==> config.mk <==
export PLATFORM = sky130hd
export DESIGN_NAME = fp_stim_seq
export DESIGN_NICKNAME = d
export VERILOG_FILES = /design/src/rtl/fp_stim_pkg.sv /design/src/rtl/fp_stim_lfsr.sv /design/src/rtl/fp_stim_seq.sv
export SDC_FILE = /design/constraint.sdc
export NUM_CORES = 1
export LEC_CHECK = 0
export BUFFER_PORTS_ARGS = -buffer_cell sky130_fd_sc_hd__buf_2
export CAP_MARGIN = 40
export CORE_ASPECT_RATIO = 1.4
export CORE_UTILIZATION = 47
export DETAILED_ROUTE_END_ITERATION = 10
export GPL_TIMING_DRIVEN = 0
export PLACE_DENSITY = 0.78
export SLEW_MARGIN = 10
export SYNTH_ARGS = -nofsm -noshare
export SYNTH_HDL_FRONTEND = slang
export SYNTH_SLANG_ARGS = --single-unit
==> constraint.sdc <==
create_clock -name clk -period 2.5 [get_ports clk]
set_input_delay 0.125 -clock clk [delete_from_list [all_inputs] [get_ports clk]]
set_output_delay 0.125 -clock clk [all_outputs]
set_load 0.1 [all_outputs]
==> src/rtl/fp_stim_pkg.sv <==
// Shared types and the edge-pattern operand table for the FP MAC operand sequencer.
package fp_stim_pkg;

    typedef enum logic [1:0] {
        PH_BASIC = 2'd0,
        PH_RAND  = 2'd1,
        PH_EDGE  = 2'd2,
        PH_CLOSE = 2'd3
    } fp_stim_phase_e;

    localparam logic [3:0] EDGE_POS_ZERO = 4'd0;
    localparam logic [3:0] EDGE_NEG_ZERO = 4'd1;
    localparam logic [3:0] EDGE_MAX_SUB  = 4'd2;
    localparam logic [3:0] EDGE_MIN_NORM = 4'd3;
    localparam logic [3:0] EDGE_MAX_FIN  = 4'd4;
    localparam logic [3:0] EDGE_POS_INF  = 4'd5;
    localparam logic [3:0] EDGE_NEG_INF  = 4'd6;
    localparam logic [3:0] EDGE_QNAN     = 4'd7;
    localparam logic [3:0] EDGE_SNAN     = 4'd8;
    localparam logic [3:0] EDGE_POS_ONE  = 4'd9;
    localparam logic [3:0] EDGE_NEG_ONE  = 4'd10;
    localparam logic [3:0] EDGE_POS_TWO  = 4'd11;
    localparam logic [3:0] EDGE_NEG_TWO  = 4'd12;
    localparam logic [3:0] EDGE_POS_HALF = 4'd13;
    localparam logic [3:0] EDGE_NEG_HALF = 4'd14;
    localparam logic [3:0] EDGE_EPS      = 4'd15;

    function automatic logic [63:0] fp_pack(input logic sign, input logic [63:0] exp_v,
                                            input logic [63:0] mant_v, input int exp_w,
                                            input int mant_w);
        logic [63:0] sign_v;
        sign_v = {63'd0, sign};
        return (sign_v << (exp_w + mant_w)) | (exp_v << mant_w) | mant_v;
    endfunction

    // Result is right-aligned in 64 bits; callers truncate to their operand width.
    function automatic logic [63:0] fp_edge_val(input logic [3:0] idx, input int exp_w,
                                                input int mant_w, input int bias);
        logic [63:0] exp_max;
        logic [63:0] mant_max;
        logic [63:0] mant_msb;
        logic [63:0] mant_q;
        logic [63:0] b;
        logic [63:0] val;
        exp_max  = (64'd1 << exp_w) - 64'd1;
        mant_max = (64'd1 << mant_w) - 64'd1;
        mant_msb = 64'd1 << (mant_w - 1);
        mant_q   = 64'd1 << (mant_w - 2);
        b        = 64'(bias);
        case (idx)
            EDGE_POS_ZERO: val = 64'd0;
            EDGE_NEG_ZERO: val = fp_pack(1'b1, 64'd0, 64'd0, exp_w, mant_w);
            EDGE_MAX_SUB:  val = fp_pack(1'b0, 64'd0, mant_max, exp_w, mant_w);
            EDGE_MIN_NORM: val = fp_pack(1'b0, 64'd1, 64'd0, exp_w, mant_w);
            EDGE_MAX_FIN:  val = fp_pack(1'b0, exp_max - 64'd1, mant_max, exp_w, mant_w);
            EDGE_POS_INF:  val = fp_pack(1'b0, exp_max, 64'd0, exp_w, mant_w);
            EDGE_NEG_INF:  val = fp_pack(1'b1, exp_max, 64'd0, exp_w, mant_w);
            EDGE_QNAN:     val = fp_pack(1'b0, exp_max, mant_msb, exp_w, mant_w);
            EDGE_SNAN:     val = fp_pack(1'b0, exp_max, mant_q, exp_w, mant_w);
            EDGE_POS_ONE:  val = fp_pack(1'b0, b, 64'd0, exp_w, mant_w);
            EDGE_NEG_ONE:  val = fp_pack(1'b1, b, 64'd0, exp_w, mant_w);
            EDGE_POS_TWO:  val = fp_pack(1'b0, b + 64'd1, 64'd0, exp_w, mant_w);
            EDGE_NEG_TWO:  val = fp_pack(1'b1, b + 64'd1, 64'd0, exp_w, mant_w);
            EDGE_POS_HALF: val = fp_pack(1'b0, b - 64'd1, 64'd0, exp_w, mant_w);
            EDGE_NEG_HALF: val = fp_pack(1'b1, b - 64'd1, 64'd0, exp_w, mant_w);
            EDGE_EPS:      val = fp_pack(1'b0, 64'(bias - mant_w), 64'd0, exp_w, mant_w);
            default:       val = 64'd0;
        endcase
        return val;
    endfunction

endpackage

==> src/rtl/fp_stim_lfsr.sv <==
// 32-bit Galois LFSR (x^32+x^22+x^2+x+1) with seed load and advance enable.
module fp_stim_lfsr (
    input  logic        clk,
    input  logic        rst_n,
    input  logic        load_i,
    input  logic [31:0] seed_i,
    input  logic        adv_i,
    output logic [31:0] state_o
);
    logic [31:0] state_r;
    logic [31:0] next_s;

    // Right-shifting Galois step; the mask carries the polynomial taps.
    always_comb begin
        next_s = {1'b0, state_r[31:1]};
        if (state_r[0]) begin
            next_s = {1'b0, state_r[31:1]} ^ 32'h8020_0003;
        end else begin
            next_s = {1'b0, state_r[31:1]};
        end
    end

    // State register: reset and load both restore the seed.
    always_ff @(posedge clk) begin
        if (!rst_n) begin
            state_r <= seed_i;
        end else if (load_i) begin
            state_r <= seed_i;
        end else if (adv_i) begin
            state_r <= next_s;
        end else begin
            state_r <= state_r;
        end
    end

    assign state_o = state_r;

endmodule

==> src/rtl/fp_stim_seq.sv <==
// Valid/ready operand sequencer: basic, random, edge cross-product, closing basic.
// Define FP_STIM_SEQ_RAND_EN to build the random phase and its three LFSRs.
module fp_stim_seq #(
    parameter int          XLEN     = 32,
    parameter int          EXP      = 8,
    parameter int          MANT     = 23,
    parameter int          BIAS     = 127,
    parameter int          NUM_RAND = 20,
    parameter logic [31:0] SEED     = 32'h1
) (
    input  logic            clk,
    input  logic            rst_n,
    input  logic            start_i,
    input  logic            ready_i,
    output logic            valid_o,
    output logic [XLEN-1:0] a_o,
    output logic [XLEN-1:0] b_o,
    output logic [XLEN-1:0] c_o,
    output logic [1:0]      phase_o,
    output logic [15:0]     count_o,
    output logic            done_o
);
    import fp_stim_pkg::*;

    generate
        if (XLEN != 1 + EXP + MANT) begin : g_bad_xlen
            $error("fp_stim_seq: XLEN must equal 1+EXP+MANT");
        end
        if (MANT < 2) begin : g_bad_mant
            $error("fp_stim_seq: MANT must be at least 2");
        end
        if (SEED == 32'h0) begin : g_bad_seed
            $error("fp_stim_seq: SEED must be non-zero");
        end
        if (NUM_RAND < 0) begin : g_bad_nrand
            $error("fp_stim_seq: NUM_RAND must not be negative");
        end
    endgenerate

    typedef enum logic [2:0] {
        ST_IDLE  = 3'd0,
        ST_BASIC = 3'd1,
        ST_RAND  = 3'd2,
        ST_EDGE  = 3'd3,
        ST_CLOSE = 3'd4,
        ST_DONE  = 3'd5
    } state_e;

    typedef enum logic [1:0] {
        SRC_HOLD  = 2'd0,
        SRC_BASIC = 2'd1,
        SRC_RAND  = 2'd2,
        SRC_EDGE  = 2'd3
    } src_e;

    localparam logic [XLEN-1:0] VEC_A = {1'b0, EXP'(BIAS), 1'b1, {(MANT-1){1'b0}}};
    localparam logic [XLEN-1:0] VEC_B = {1'b0, EXP'(BIAS + 1), {MANT{1'b0}}};
    localparam logic [XLEN-1:0] VEC_C = {1'b0, EXP'(BIAS + 1), 1'b1, {(MANT-1){1'b0}}};

    state_e          state_r, state_nx_s;
    src_e            src_s;
    fp_stim_phase_e  phase_r, phase_nx_s;
    logic            valid_r, valid_nx_s;
    logic            done_r, done_nx_s;
    logic [XLEN-1:0] a_r, b_r, c_r;
    logic [XLEN-1:0] a_nx_s, b_nx_s, c_nx_s;
    logic [15:0]     count_r, count_nx_s;
    logic [11:0]     edge_idx_r, edge_nx_s;
    logic            xfer_s;

`ifdef FP_STIM_SEQ_RAND_EN
    logic [31:0] rand_cnt_r, rand_cnt_nx_s;
    logic [31:0] lfsr_a_s, lfsr_b_s, lfsr_c_s;
    logic        lfsr_load_s, lfsr_adv_s;

    function automatic logic [XLEN-1:0] rand_op(input logic [31:0] s);
        return {s[31], EXP'(BIAS - 8 + int'(s[30:27])), MANT'({s, s})};
    endfunction

    fp_stim_lfsr u_lfsr_a (.clk(clk), .rst_n(rst_n), .load_i(lfsr_load_s), .seed_i(SEED),
                           .adv_i(lfsr_adv_s), .state_o(lfsr_a_s));
    fp_stim_lfsr u_lfsr_b (.clk(clk), .rst_n(rst_n), .load_i(lfsr_load_s),
                           .seed_i(SEED ^ 32'hA5A5_A5A5), .adv_i(lfsr_adv_s), .state_o(lfsr_b_s));
    fp_stim_lfsr u_lfsr_c (.clk(clk), .rst_n(rst_n), .load_i(lfsr_load_s),
                           .seed_i(SEED ^ 32'h5A5A_5A5A), .adv_i(lfsr_adv_s), .state_o(lfsr_c_s));
`endif

    assign xfer_s = valid_r & ready_i;

    // Next state, next triple source and bookkeeping; the next triple is loaded on the transfer edge.
    always_comb begin
        state_nx_s = state_r;
        valid_nx_s = valid_r;
        phase_nx_s = phase_r;
        done_nx_s  = done_r;
        edge_nx_s  = edge_idx_r;
        src_s      = SRC_HOLD;
        a_nx_s     = a_r;
        b_nx_s     = b_r;
        c_nx_s     = c_r;
`ifdef FP_STIM_SEQ_RAND_EN
        rand_cnt_nx_s = rand_cnt_r;
        lfsr_load_s   = 1'b0;
        lfsr_adv_s    = 1'b0;
`endif
        if (xfer_s && (count_r != 16'hFFFF)) begin
            count_nx_s = count_r + 16'd1;
        end else begin
            count_nx_s = count_r;
        end

        case (state_r)
            ST_IDLE, ST_DONE: begin
                if (start_i) begin
                    state_nx_s = ST_BASIC;
                    valid_nx_s = 1'b1;
                    phase_nx_s = PH_BASIC;
                    done_nx_s  = 1'b0;
                    count_nx_s = 16'd0;
                    edge_nx_s  = 12'd0;
                    src_s      = SRC_BASIC;
`ifdef FP_STIM_SEQ_RAND_EN
                    rand_cnt_nx_s = 32'd0;
                    lfsr_load_s   = 1'b1;
`endif
                end else begin
                    src_s = SRC_HOLD;
                end
            end
            ST_BASIC: begin
                if (xfer_s) begin
`ifdef FP_STIM_SEQ_RAND_EN
                    if (NUM_RAND != 0) begin
                        state_nx_s    = ST_RAND;
                        phase_nx_s    = PH_RAND;
                        src_s         = SRC_RAND;
                        lfsr_adv_s    = 1'b1;
                        rand_cnt_nx_s = 32'd1;
                    end else begin
                        state_nx_s = ST_EDGE;
                        phase_nx_s = PH_EDGE;
                        edge_nx_s  = 12'd0;
                        src_s      = SRC_EDGE;
                    end
`else
                    state_nx_s = ST_EDGE;
                    phase_nx_s = PH_EDGE;
                    edge_nx_s  = 12'd0;
                    src_s      = SRC_EDGE;
`endif
                end else begin
                    src_s = SRC_HOLD;
                end
            end
`ifdef FP_STIM_SEQ_RAND_EN
            ST_RAND: begin
                if (xfer_s) begin
                    if (rand_cnt_r == 32'(NUM_RAND)) begin
                        state_nx_s = ST_EDGE;
                        phase_nx_s = PH_EDGE;
                        edge_nx_s  = 12'd0;
                        src_s      = SRC_EDGE;
                    end else begin
                        src_s         = SRC_RAND;
                        lfsr_adv_s    = 1'b1;
                        rand_cnt_nx_s = rand_cnt_r + 32'd1;
                    end
                end else begin
                    src_s = SRC_HOLD;
                end
            end
`endif
            ST_EDGE: begin
                if (xfer_s) begin
                    if (edge_idx_r == 12'hFFF) begin
                        state_nx_s = ST_CLOSE;
                        phase_nx_s = PH_CLOSE;
                        src_s      = SRC_BASIC;
                    end else begin
                        edge_nx_s = edge_idx_r + 12'd1;
                        src_s     = SRC_EDGE;
                    end
                end else begin
                    src_s = SRC_HOLD;
                end
            end
            ST_CLOSE: begin
                if (xfer_s) begin
                    state_nx_s = ST_DONE;
                    valid_nx_s = 1'b0;
                    done_nx_s  = 1'b1;
                end else begin
                    src_s = SRC_HOLD;
                end
            end
            default: begin
                state_nx_s = ST_IDLE;
                valid_nx_s = 1'b0;
            end
        endcase

        // The edge triple is indexed by the value the index register will take.
        case (src_s)
            SRC_BASIC: begin
                a_nx_s = VEC_A;
                b_nx_s = VEC_B;
                c_nx_s = VEC_C;
            end
`ifdef FP_STIM_SEQ_RAND_EN
            SRC_RAND: begin
                a_nx_s = rand_op(lfsr_a_s);
                b_nx_s = rand_op(lfsr_b_s);
                c_nx_s = rand_op(lfsr_c_s);
            end
`endif
            SRC_EDGE: begin
                a_nx_s = XLEN'(fp_edge_val(edge_nx_s[11:8], EXP, MANT, BIAS));
                b_nx_s = XLEN'(fp_edge_val(edge_nx_s[7:4], EXP, MANT, BIAS));
                c_nx_s = XLEN'(fp_edge_val(edge_nx_s[3:0], EXP, MANT, BIAS));
            end
            default: begin
                a_nx_s = a_r;
                b_nx_s = b_r;
                c_nx_s = c_r;
            end
        endcase
    end

    // FSM state register.
    always_ff @(posedge clk) begin
        if (!rst_n) begin
            state_r <= ST_IDLE;
        end else begin
            state_r <= state_nx_s;
        end
    end

    // Registered outputs and sequencing counters.
    always_ff @(posedge clk) begin
        if (!rst_n) begin
            valid_r    <= 1'b0;
            done_r     <= 1'b0;
            phase_r    <= PH_BASIC;
            a_r        <= '0;
            b_r        <= '0;
            c_r        <= '0;
            count_r    <= 16'd0;
            edge_idx_r <= 12'd0;
`ifdef FP_STIM_SEQ_RAND_EN
            rand_cnt_r <= 32'd0;
`endif
        end else begin
            valid_r    <= valid_nx_s;
            done_r     <= done_nx_s;
            phase_r    <= phase_nx_s;
            a_r        <= a_nx_s;
            b_r        <= b_nx_s;
            c_r        <= c_nx_s;
            count_r    <= count_nx_s;
            edge_idx_r <= edge_nx_s;
`ifdef FP_STIM_SEQ_RAND_EN
            rand_cnt_r <= rand_cnt_nx_s;
`endif
        end
    end

    assign valid_o = valid_r;
    assign a_o     = a_r;
    assign b_o     = b_r;
    assign c_o     = c_r;
    assign phase_o = phase_r;
    assign count_o = count_r;
    assign done_o  = done_r;

endmodule

Yosys cells after proc, flatten, opt, wreduce, memory -nomap -nowiden:

Memories as Yosys holds them, arrays and structs flattened.
Cells that the tools add are included.

* bits in writable memories: 0
* register bits: 131
* memories: 3
* output and inout bits: 116
* latch bits: 0
* memory bits (read-only): 1536

* add/sub/neg operators: 2
* shift-type cells: 0
* div/mod/pow operators: 0
* muxes and demuxes: 33
* reductions and logical operators: 11
* order comparisons: 0
* bitwise logic cells: 2
* eq/ne operators: 13
* multipliers: 0

Memory list
* (name not given): words 16, bits a word 32, rd ports 1, clocked after Yosys merged registers in 0, wr ports 0, line fp_stim_pkg.sv:50 `case (idx)`
* (name not given): words 16, bits a word 32, rd ports 1, clocked after Yosys merged registers in 0, wr ports 0, line fp_stim_pkg.sv:50
* (name not given): words 16, bits a word 32, rd ports 1, clocked after Yosys merged registers in 0, wr ports 0, line fp_stim_pkg.sv:50

Operators with widths (count)
* $pmux 32 s2: 3
* $mux 12: 4
* $mux 16: 3
* $pmux 12 s3: 1
* $add 16x1->16 const B: 1
* $ne 16x16->1 const B: 1
* $mux 3: 5
* $mux 2: 7
* $add 12x1->12 const B: 1
* $eq 12x12->1 const B: 1
* $pmux 2 s3: 2
* $pmux 3 s4: 1
* $ne 2x2->1 const B: 5
* $reduce_and 5->1: 2
* $eq 3x3->1 const B: 2
* $reduce_and 3->1: 2
* $mux 1: 5
* $reduce_bool 2->1: 2
* $reduce_or 2->1: 2
* $eq 3x1->1 const B: 1
* $eq 3x2->1 const B: 1
* $logic_not 3->1: 1
* $pmux 1 s3: 1
* $reduce_bool 3->1: 1
* 6 further kinds: 6

Longest topological paths before layout:

* word-level depth: 6
* depth in mapped cells: 12
* gate-level depth less buffers: 12

Worst setup path before layout:

Ideal clock, no wire load.

* path type: reg-to-reg
* start: reg valid_r (netlist: valid_o)
* end: reg a_r[31] (netlist: a_o[31])
* setup time: 122 ps
* cell stages (with the launch flop): 10
* data arrival time: 2898 ps
* path slack: -520 ps
* buffers on the path: 1
* required time: 2378 ps
* cell sequence: dfxtp_1 -> a21oi_1 -> o22a_1 -> buf_2 -> nor2_1 -> a41oi_1 -> o221a_2 -> ha_1 -> mux2_1 -> a221o_1

* word-level cells in the longest chain between the ends: 5
* elaborated cells between the ends (all ways): 12
* those cells by class: eq/ne (2); mux (7); bitwise (1); reduce/logical (1); memory (1)

RTL lines
* from (decl): line fp_stim_seq.sv:63 `logic valid_r, valid_nx_s;`
* from (signal assigned): line fp_stim_seq.sv:253 `valid_r <= valid_nx_s;`
* $and 1x1->1 (*): line fp_stim_seq.sv:88 `assign xfer_s = valid_r & ready_i;`
* $mux 12 (on tied branches): line fp_stim_seq.sv:174, fp_stim_seq.sv:131
* $pmux 12 s3 (*): line fp_stim_seq.sv:112 `case (state_r)`
* named net edge_nx_s[9]: line fp_stim_seq.sv:68 `logic [11:0] edge_idx_r, edge_nx_s;`
* $mem_v2 16x32 (*)
* $pmux 32 s2 (*): line fp_stim_seq.sv:203 `case (src_s)`
* to (signal assigned): line fp_stim_seq.sv:256 `a_r <= a_nx_s;`
* to (decl): line fp_stim_seq.sv:65 `logic [XLEN-1:0] a_r, b_r, c_r;`

Mark *: on every way through the listed nets, which the timed path passes. The rest lies on a longest branch.
A chain may end at the register's enable or synchronous reset.

Final worst setup path:

* start: reg edge_idx_r[0]
* end: reg b_r[20] (netlist: b_o[20])

* word-level cells in the longest chain between the ends: 6
* elaborated cells between the ends (all ways): 13
* those cells by class: add/sub (1); eq/ne (3); mux (7); reduce/logical (1); memory (1)

RTL lines
* from (decl): line fp_stim_seq.sv:68
* from (signal assigned): line fp_stim_seq.sv:260 `edge_idx_r <= edge_nx_s;`
* $add 12x1->12 / $eq 12x12->1 (equally long branches): line fp_stim_seq.sv:180, fp_stim_seq.sv:175
* $mux 12 (*): line fp_stim_seq.sv:175 `if (edge_idx_r == 12'hFFF) begin`
* $mux 12 (*): line fp_stim_seq.sv:174 `if (xfer_s) begin`
* $pmux 12 s3 (*): line fp_stim_seq.sv:112
* named net edge_nx_s[5]: line fp_stim_seq.sv:68
* $mem_v2 16x32 (*)
* $pmux 32 s2 (*): line fp_stim_seq.sv:203
* to (signal assigned): line fp_stim_seq.sv:257 `b_r <= b_nx_s;`
* to (decl): line fp_stim_seq.sv:65

Marks and branches as above.

==> impl_metrics.py <==
metrics = {
    "status": {
        "status": "finished clean",
    },
    "layout": {
        "n_antenna_cell": 0,
        "fin_util_pct": 65.55,
        "n_fill_cell": 688,
        "instances_no_fill": 724,
        "area_growth_pct": 33.52,
        "nets": 642,
        "drive_above_1_share_pct": 49.04,
    },
    "worst_setup_path": {
        "crit_family": "compound AO/OA/AOI/OAI gates",
        "crit_path_top_delay_cell": "dfxtp_4",
        "critPathBufInv": 1,
        "critPathMaxFanout": 6,
        "worstPathArrival_ns": 2.72,
        "cp-end-kind": "register",
        "cp-start-kind": "register",
        "path_cells": "ha_4, and3_4, a31oi_4, and3_4, o21ai_1, a22oi_2, inv_2, ha_4, mux2_2, a22oi_2, nor2b_1",
        "crit_type": "register to register",
        "slowest_delay_ns": 0.37,
        "cp_data_required_time_ns": 2.74,
    },
    "floorplan": {
        "start_util_pct": 49.10,
        "die_h_um": 109.4,
        "coreArea_um2": 7893,
        "rows": 38,
        "boundaryPins": 120,
        "dieArea_um2": 8617,
        "dieWidth_um": 78.74,
    },
    "flow_run": {
        "cap_violations": 0,
    },
    "grt": {
        "antenna_found_initial": 0,
        "grt_pass1_wl_um": 15390,
        "grt_pass1_vias": 3433,
        "grt.total_usage_pct": 22.78,
        "grt-ovfl-total": 0,
        "grt_start_max_net_pins": 23,
    },
    "synthesis": {
        "ys_top_cells_by_area": "dfxtp_1, buf_4, ha_1",
        "synth_enable_flop_cells": 0,
        "yosysUniqueCellTypes": 62,
        "netlist_area_um2": 3875,
        "avgSynthCellArea_um2": 8.298,
        "synth_ff_type": "dfxtp_1",
        "ys_seq_elements": 59,
        "yosys.area.top_type_share_pct": 30.48,
        "syn_nets": 490,
        "netlist_instances": 467,
        "synthArstFlopShare_pct": 0,
        "synth_top_area_cell": "dfxtp_1",
        "yosysSeqAreaShare_pct": 30.48,
        "yosys_warnings": 0,
    },
    "sta": {
        "layout_worst_path_cycle_share_pct": 99.15,
        "drv_slew": 0,
        "period_minus_slack_ns": 2.479,
        "hold_violations": 0,
        "finalWorstSetupSlack_ns": 0.02117,
        "fmax_mhz": 403.4,
        "tightest_slew_ns": 0.8340,
        "maxSlewHeadroom_pct": 44.40,
        "skew_ns": 0.01602,
        "final-setup-viol-count": 0,
    },
    "placement": {
        "gp_congestion": 0.9159,
        "dp.cells": 685,
        "dp_hpwl_um": 7053,
        "place.port_buffers": 118,
        "dp_slack_ns": -0.3102,
    },
    "drt": {
        "viasPerCell": 5.326,
        "postRouteAntennaNets": 0,
        "routed_wl_um": 10440,
        "drc_errors": 0,
        "drtPass1Iterations": 5,
        "wl_per_cell_um": 14.42,
        "vias": 3856,
        "drt_iter0_markers": 170,
    },
    "clock_tree": {
        "htree_levels": 3,
        "clkTransAtPathRegs_ns": 0.07,
        "clkLatencyLatePin_ns": 0.35,
        "clock_path_buffers": 2,
        "clk_root_buffer_cell": "clkbuf_8",
        "tritoncts": "built",
        "cts_buffers": 9,
        "clkSinkCount": 59,
        "cts_hold_buf": 0,
    },
    "power": {
        "p_leak_uw": 0.002561,
        "ir_worst_vdd_uv": 369.4,
        "p_per_area_nw_per_um2": 413.2,
    },
    "min_path": {
        "worstHoldPathType": "primary input to register",
    },
}
tightest hold or removal path: stages:
cell      delay [ns]
buf_2           0.14
a21oi_1         0.14
a211oi_1        0.05
flip-flops by register name, summed over array words and instances (netlist names):
register,flops
b_o,8
count_o,16
valid_o,1
phase_o,2
a_o,8
done_o,1
edge_idx_r,12
c_o,8
state_r,3
cell families (layout without fill, tap and decap cells):
| logic type | Yosys count | after routing | synth area share, % |
|---|---|---|---|
| compound gates | 114 | 114 | 20.57 |
| xor+xnor | 16 | 16 | 3.617 |
| fa+ha+maj | 19 | 19 | 6.135 |
| buf+inv | 107 | 264 | 17.89 |
| flops | 59 | 59 | 30.48 |
| mux | 8 | 8 | 2.196 |
| simple gates | 144 | 144 | 19.12 |
per-layer routing:
layer / up-vias / GRT usage (%) / share of wire (%)
li1: 1877 / - / -
met1: 1786 / 23.39 / 39
met2: 150 / 42.80 / 51
met3: 43 / 3.651 / 4.9
met4: 0 / 13.89 / 4.6
met5: - / 0 / 0
path summary, 6_finish.rpt:
check | from | to | slack (ns) | cells past startpoint
max reg2reg | edge_idx_r[0] | b_o[20] | 0.02 | 11
max | edge_idx_r[0] | b_o[20] | 0.02 | 11
min reg2reg | done_o | done_o | 0.47 | 2
min | start_i | valid_o | 0.15 | 3
report_power, final:
group | total (uW) | internal, uW | switching (uW)
Sequential | 975 | 959 | 16.8
Clock | 789 | 384 | 405
Combinational | 373 | 87.1 | 286
stage by stage:
stage / hold WS, ns / total power (uW) / area [um^2] / TNS [ns]
after floorplan: 0.3143 / 1267 / 3892 / 0
after global placement: 0.4395 / 1325 / 4608 / -2.063
after detailed placement: 0.4570 / 1328 / 4608 / -3.043
after CTS: 0.1444 / 2114 / 4918 / 0
after global routing: 0.1717 / 2203 / 5174 / -0.5906
final: 0.1546 / 2138 / 5174 / 0
layout make-up:
class	instances	area, um^2	share of cell area (%)
sequential	59	1205	23.29
clock buffer	10	137.6	2.660
timing repair buffer	142	774.5	14.97
multi-input combinational	301	2183	42.20
clock inverter	6	40.04	0.7739
buffer	93	659.4	12.74
tap	100	125.1	2.418
inverter	13	48.80	0.9432
Yosys cell counts, types with 11 or more instances:
library cell  number
a21oi_1           24
and2_1            14
buf_2             11
buf_4             74
dfxtp_1           59
ha_1              19
inv_1             13
nand2_1           32
nor2_1            37
o21ai_0           24
cell usage in the layout, fill, tap and decap left out, types with 3 or more instances in the layout:
cell type,count
nor3_1,3
xnor2_1,7
xor2_1,8
mux2i_1,4
nand2_1,32
buf_2,126
a21o_1,4
inv_2,3
dfxtp_1,44
and3_1,5
a31oi_1,10
o21ai_0,19
a21oi_2,3
o22ai_1,4
o21ai_1,6
a22oi_2,3
buf_4,98
a21oi_1,21
clkbuf_8,10
and2_1,14
nand4_1,7
nor2_1,36
ha_1,13
clkbuf_1,7
a32oi_1,4
nor2b_1,10
nor4_1,3
ha_2,4
buf_6,3
nand3_1,10
inv_1,10
o211ai_1,5
dfxtp_2,13
what timing repair did:
action | 4_1_cts | 5_1_grt
pin swaps | 5 | 12
setup endpoints to repair | 19 | 22
gates cloned | 0 | 0
gates resized for setup | 24 | 42
buffers inserted | 8 | 16
Power figures use the tool's default switching activity.
